### src/rtl/load_ret_pkg.sv
// Shared definitions for the load return path: funct3 encodings, queue entry
// layout and the alignment/legality rule applied when a load is enqueued.
package load_ret_pkg;

  localparam logic [2:0] LB  = 3'b000;
  localparam logic [2:0] LH  = 3'b001;
  localparam logic [2:0] LW  = 3'b010;
  localparam logic [2:0] LBU = 3'b100;
  localparam logic [2:0] LHU = 3'b101;

  // Width of the rd field carried in a queue entry; the unit's RD_W must not exceed it.
  localparam int LRU_RD_W = 5;

  typedef struct packed {
    logic [2:0]          funct3;
    logic [1:0]          addr_lo;
    logic [LRU_RD_W-1:0] rd;
    logic                err;
    logic                killed;
  } entry_t;

  function automatic logic load_misaligned(input logic [2:0] funct3, input logic [1:0] addr_lo);
    logic bad;
    case (funct3)
      LB, LBU: bad = 1'b0;
      LH, LHU: bad = addr_lo[0];
      LW:      bad = (addr_lo != 2'b00);
      default: bad = 1'b1;
    endcase
    return bad;
  endfunction

endpackage

### src/rtl/load_extend.sv
// Combinational byte/half/word select and sign/zero extension of a returned
// aligned memory word.
module load_extend
  import load_ret_pkg::*;
(
  input  logic [2:0]  funct3_i,
  input  logic [1:0]  addr_lo_i,
  input  logic [31:0] data_i,
  output logic [31:0] result_o
);

  logic [7:0]  byte_sel;
  logic [15:0] half_sel;

  always_comb begin
    byte_sel = 8'h00;
    case (addr_lo_i)
      2'b00:   byte_sel = data_i[7:0];
      2'b01:   byte_sel = data_i[15:8];
      2'b10:   byte_sel = data_i[23:16];
      default: byte_sel = data_i[31:24];
    endcase
    half_sel = addr_lo_i[1] ? data_i[31:16] : data_i[15:0];
  end

  always_comb begin
    result_o = 32'h0;
    case (funct3_i)
      LB:      result_o = {{24{byte_sel[7]}}, byte_sel};
      LBU:     result_o = {24'h0, byte_sel};
      LH:      result_o = {{16{half_sel[15]}}, half_sel};
      LHU:     result_o = {16'h0, half_sel};
      LW:      result_o = data_i;
      default: result_o = 32'h0;
    endcase
  end

endmodule

### src/rtl/load_return_unit.sv
// In-order outstanding-load queue feeding a writeback register stage.
// Define LOAD_RET_BYPASS_EN to let a head result reach wb_* in the same cycle when the stage is empty.
module load_return_unit
  import load_ret_pkg::*;
#(
  parameter int DEPTH = 2,
  parameter int RD_W  = LRU_RD_W
) (
  input  logic                   clk,
  input  logic                   rst_n,
  input  logic                   req_valid,
  output logic                   req_ready,
  input  logic [2:0]             req_funct3,
  input  logic [1:0]             req_addr_lo,
  input  logic [RD_W-1:0]        req_rd,
  input  logic                   rsp_valid,
  output logic                   rsp_ready,
  input  logic [31:0]            rsp_data,
  input  logic                   flush,
  output logic                   wb_valid,
  input  logic                   wb_ready,
  output logic [31:0]            wb_data,
  output logic [RD_W-1:0]        wb_rd,
  output logic                   wb_err,
  output logic [$clog2(DEPTH):0] outstanding
);

  localparam int PTR_W = $clog2(DEPTH);
  localparam int CNT_W = PTR_W + 1;

  // Handshakes: a transfer happens on a rising edge where valid && ready; a
  // producer holding valid keeps its payload stable until the transfer.
  entry_t            q_q [DEPTH];
  entry_t            q_d [DEPTH];
  logic [PTR_W-1:0]  wr_ptr_q, rd_ptr_q;
  logic [CNT_W-1:0]  cnt_q;
  logic              wb_valid_q, wb_valid_d;
  logic [31:0]       wb_data_q, wb_data_d;
  logic [RD_W-1:0]   wb_rd_q, wb_rd_d;
  logic              wb_err_q, wb_err_d;

  entry_t      head, new_e;
  logic        head_valid, free, push, pop, deliver, capture;
  logic [31:0] ext_result, res_data;

  assign head       = q_q[rd_ptr_q];
  assign head_valid = (cnt_q != '0);
  assign free       = !wb_valid_q || wb_ready;

  assign req_ready = (cnt_q != CNT_W'(DEPTH));
  assign push      = req_valid && req_ready;

  // A killed entry still owes a memory response, so it drains regardless of the output stage.
  assign rsp_ready = head_valid && !head.err && (head.killed || free);
  assign pop       = head_valid && (head.err ? (head.killed || free) : (rsp_valid && rsp_ready));
  assign deliver   = pop && !head.killed && !flush;

  load_extend u_extend (
    .funct3_i  (head.funct3),
    .addr_lo_i (head.addr_lo),
    .data_i    (rsp_data),
    .result_o  (ext_result)
  );

  assign res_data = head.err ? 32'h0 : ext_result;

`ifdef LOAD_RET_BYPASS_EN
  logic bypass;
  assign bypass   = deliver && !wb_valid_q;
  assign capture  = deliver && !(bypass && wb_ready);
  assign wb_valid = wb_valid_q || bypass;
  assign wb_data  = bypass ? res_data : wb_data_q;
  assign wb_rd    = bypass ? RD_W'(head.rd) : wb_rd_q;
  assign wb_err   = bypass ? head.err : wb_err_q;
`else
  assign capture  = deliver;
  assign wb_valid = wb_valid_q;
  assign wb_data  = wb_data_q;
  assign wb_rd    = wb_rd_q;
  assign wb_err   = wb_err_q;
`endif

  assign outstanding = cnt_q;

  always_comb begin
    new_e         = '0;
    new_e.funct3  = req_funct3;
    new_e.addr_lo = req_addr_lo;
    new_e.rd      = LRU_RD_W'(req_rd);
    new_e.err     = load_misaligned(req_funct3, req_addr_lo);
    new_e.killed  = 1'b0;
  end

  // Flush is applied after the push so a same-cycle request is killed too.
  always_comb begin
    q_d = q_q;
    if (push) q_d[wr_ptr_q] = new_e;
    if (flush) begin
      for (int i = 0; i < DEPTH; i++) q_d[i].killed = 1'b1;
    end
  end

  always_comb begin
    wb_valid_d = wb_valid_q;
    wb_data_d  = wb_data_q;
    wb_rd_d    = wb_rd_q;
    wb_err_d   = wb_err_q;
    if (flush) begin
      wb_valid_d = 1'b0;
    end else if (capture) begin
      wb_valid_d = 1'b1;
      wb_data_d  = res_data;
      wb_rd_d    = RD_W'(head.rd);
      wb_err_d   = head.err;
    end else if (wb_ready) begin
      wb_valid_d = 1'b0;
    end
  end

  always_ff @(posedge clk or negedge rst_n) begin
    if (!rst_n) begin
      for (int i = 0; i < DEPTH; i++) q_q[i] <= '0;
      wr_ptr_q   <= '0;
      rd_ptr_q   <= '0;
      cnt_q      <= '0;
      wb_valid_q <= 1'b0;
      wb_data_q  <= 32'h0;
      wb_rd_q    <= '0;
      wb_err_q   <= 1'b0;
    end else begin
      q_q        <= q_d;
      wr_ptr_q   <= wr_ptr_q + PTR_W'(push);
      rd_ptr_q   <= rd_ptr_q + PTR_W'(pop);
      cnt_q      <= cnt_q + CNT_W'(push) - CNT_W'(pop);
      wb_valid_q <= wb_valid_d;
      wb_data_q  <= wb_data_d;
      wb_rd_q    <= wb_rd_d;
      wb_err_q   <= wb_err_d;
    end
  end

endmodule
### config.mk
export PLATFORM = sky130hd
export DESIGN_NAME = load_return_unit
export DESIGN_NICKNAME = d
export VERILOG_FILES = /design/src/rtl/load_ret_pkg.sv /design/src/rtl/load_extend.sv /design/src/rtl/load_return_unit.sv
export SDC_FILE = /design/constraint.sdc
export NUM_CORES = 1
export LEC_CHECK = 0
export ABC_AREA = 1
export CAP_MARGIN = 10
export CORE_ASPECT_RATIO = 1.75
export CORE_MARGIN = 2
export CORE_UTILIZATION = 33
export CTS_CLUSTER_SIZE = 40
export DETAILED_ROUTE_END_ITERATION = 10
export GPL_ROUTABILITY_DRIVEN = 0
export HOLD_SLACK_MARGIN = 0.02
export SLEW_MARGIN = 20
export SYNTH_ARGS = -nofsm -noshare
export SYNTH_HDL_FRONTEND = slang
export SYNTH_SLANG_ARGS = --single-unit
### constraint.sdc
create_clock -name clk -period 2.05 [get_ports clk]
set_input_delay 0.3075 -clock clk [delete_from_list [all_inputs] [get_ports clk]]
set_output_delay 0.3075 -clock clk [all_outputs]
set_load 0.02 [all_outputs]
==> summary.txt <==
Outcome
  – Run status: finished, final reports clean

Worst setup path
  – Library cell contributing the largest single delay on the critical path: dfrtp_2
  – Delay of the slowest critical-path stage: 440 ps
  – Type of the worst setup path: flip-flop to primary output
  – Category of the worst setup path launch point: flip-flop
  – Critical R2R Launch: rd_ptr_q$_DFF_PN0_
  – Req. time, crit path: 1740 ps
  – Cell-by-cell listing of the critical path: inv_6, nand2_1, and2_1, inv_1, nor2_1, dlygate4sd2_1
  – Bufs and invs on worst path: 3
  – Type of element capturing the critical path: primary output
  – Cell family contributing the most delay on the critical path: buffers and inverters
  – Worst setup slack for register-to-register paths: 190 ps
  – Worst Setup SP: rd_ptr_q$_DFF_PN0_
  – Arrival time at the worst endpoint: 1620 ps
  – Worst r2r dst: wb_data[20]$_DFFE_PN0P_
  – Logic depth of the worst register-to-register path: 9
  – Largest fanout of any net on the critical path: 4

Die
  – Horiz. Die Dim: 88.3 µm
  – Starting Density: 34.0%
  – Number of ports placed on the die boundary: 91
  – Die extent in y: 152 µm
  – Row Count: 53
  – Full die area: 0.0134 mm²
  – Core area: 0.0121 mm²

Global route
  – Global-route wire length before repair: 19300 µm
  – Antenna violations before repair: 0
  – Overall overflow remaining after global route: 0
  – Via count of the first global-routing pass: 3932
  – Largest net degree at the start of global routing: 68
  – Global Route Usage Sum: 19.1%

Route
  – Number of DRC markers in iteration 0: 373
  – Routed wire length per instance: 14.3 µm
  – Number of vias after detailed routing: 4065
  – Final ANT Viol Nets: 0
  – Vias per Instance: 4.72
  – Iteration count of the initial detailed-routing pass: 5
  – Remaining design rule violation count: 0
  – Aggregate routed wire length: 12300 µm

CTS
  – Root buffer cell: clkbuf_16
  – Skew-Pair Late Insertion Delay: 340 ps
  – Clock tree from TritonCTS: built
  – CTS HTree Levels: 3
  – Count of clock tree sinks: 67
  – Clk buf depth: 2
  – CTS Buf Count: 9
  – Clk slew on worst S/H paths: 60 ps

Final layout
  – Layout cell share with drive strength beyond 1: 10.0%
  – Number of nets in the layout: 744
  – FF+latch area: 0.00168 mm²
  – Multi-input logic area: 0.00203 mm²
  – Relative area change from synthesis to final layout: 36.4%
  – Post-layout instance count excluding filler cells: 862
  – Final-layout fill cell count: 1265
  – Ant. Diodes: 0

Placed design
  – DP Wirelength: 8960 µm
  – Port bufs: 90
  – Worst slack, placed: 7.60 ps
  – # placed instances: 842

STA
  – Tightest Pin Transition: 423 ps
  – Final worst path period need: 1920 ps
  – Setup-violating endpoint count in the final report: 0
  – RSZ-0062 raised after global routing: false
  – Fin crit share: 93.8%
  – Setup WS post-layout: 127 ps
  – Final slew viol count: 0
  – Maximum clock rate: 520 MHz
  – Hold Violations, Final: 0
  – Slew margin rel.: 71.8%
  – Worst clock skew: 6.78 ps
  – TNS Setup: 0 ps

Worst hold path
  – Worst min-delay path endpoint: q_q[14]$_DFFE_PN0P_
  – Path class of the lowest-slack min-delay path: flip-flop to flip-flop
  – Number of cells on the worst hold path: 2
  – Worst hold path startpoint: q_q[14]$_DFFE_PN0P_

Yosys
  – Fraction of synthesized cell area taken by the top area cell type: 40.9%
  – Post-synthesis cell count: 596
  – Top cells by area, synth: dfrtp_1 41%, nand2_1 23%, inv_1 5.8%
  – Post-synth top cells: 254 x nand2_1, 67 x dfrtp_1, 63 x inv_1
  – Synthesized netlist net count: 648
  – Synth Area per Inst: 6.88 µm²
  – FF+latch count, synth: 67
  – Post-synthesis async set-or-reset flop share: 100%
  – Sequential fraction of the synthesis area: 40.9%
  – Leading register cell type out of synthesis: dfrtp_1
  – Dominant cell by count in the synthesized netlist: nand2_1
  – Cell taking the most area after synthesis: dfrtp_1
  – Netlist cell types: 32
  – Number of flops mapped to enable cells by yosys: 0
  – Synthesis Warnings: 0
  – Mapped cell area: 0.00410 mm²

Job
  – # Max-Cap Violations: 0

Power
  – Leakage power: 2.95 nW
  – Largest vdd supply drop: 0.000866 V
  – Power density of the placed cells: 1730 mW/mm²
[kinds of logic (layout without fill, tap and decap cells)]
family          Yosys count  in the layout  synth area share, %
buf+inv                  91            190                 10.7
xor+xnor                  3              3                0.641
flops                    67             67                 40.9
fa+ha+maj                 4              4                 1.22
compound gates           28             28                 3.75
simple gates            403            405                 42.8
[per-stage QoR]
step                util, %  cell area (µm²)  hold slack [ps]  power (W)
floorplan                 -             4100             11.9    0.00605
detailed placement     42.9             5180              356    0.00772
global route           46.4             5600              491     0.0105
finish                 46.4             5600              465    0.00967
CTS                    45.8             5530              467    0.00954
global placement       42.9             5180              352    0.00761
[cells in the final DEF, fill, tap and decap left out, types with 5 or more instances in the layout]
cell type        netlist  routed
nand4_1               14      14
clkbuf_16              0       9
dfrtp_1               67      66
nand3_1               44      44
nor2_1                61      60
nand2_1              254     251
nand2_4                3       5
clkdlybuf4s50_1        0      88
inv_1                 63      63
nand2_2               12      13
o21ai_0               24      24
buf_4                  4      13
[layout make-up]
type                       count  share of cell area [%]
multi-input combinational    440                    36.4
sequential                    67                    30.0
timing repair buffer         108                    19.3
inverter                      66                    4.52
clock buffer                  10                    4.09
tap                          165                    3.69
clock inverter                 6                    2.01
[tightest hold or removal path, stage by stage (launching register included)]
cell,delay [ps]
dfrtp_1,340
nand2_1,50
nand2_1,40
[worst max-delay path by stage]
stage                                   end  slack, ps  cells past startpoint
detailed placement  wb_data[21]$_DFFE_PN0P_          8                     10
CTS                 wb_data[21]$_DFFE_PN0P_         40                     11
global route         wb_data[6]$_DFFE_PN0P_         20                     11
finish                            rsp_ready        130                      6
global placement    wb_data[21]$_DFFE_PN0P_         30                     10
floorplan               q_q[11]$_DFFE_PN0P_        320                      9
[what timing repair did]
action / CTS / global route
endpoints found under the setup margin: 2 / 30
pin swaps: 0 / 2
cloned: 0 / 2
gates resized for setup: 2 / 7
hold endpoints to repair: 67 / 0
hold buffers: 1 / 0
setup buffers: 0 / 1
[sequential cells by signal, summed over array words and instances (netlist names)]
register     cells
rd_ptr_q         1
wb_err           1
outstanding      2
wr_ptr_q         1
wb_data         32
wb_rd            5
q_q             24
wb_valid         1
[routing by layer]
layer  vias to the layer above  GRT usage [%]  share of wire, %
met5                         -              0                 0
met4                         0           10.6               4.5
met3                        38           5.09               5.5
met2                       141           33.5                53
met1                      1866           20.2                37
li1                       2020              -                 -
[power by group]
group	switching [W]	internal, W	total (W)
Combinational	0.00347	0.00216	0.00563
Sequential	0.000342	0.00191	0.00225
Clock	0.000591	0.00119	0.00178
Note: power is estimated with default switching activity, not from simulation.
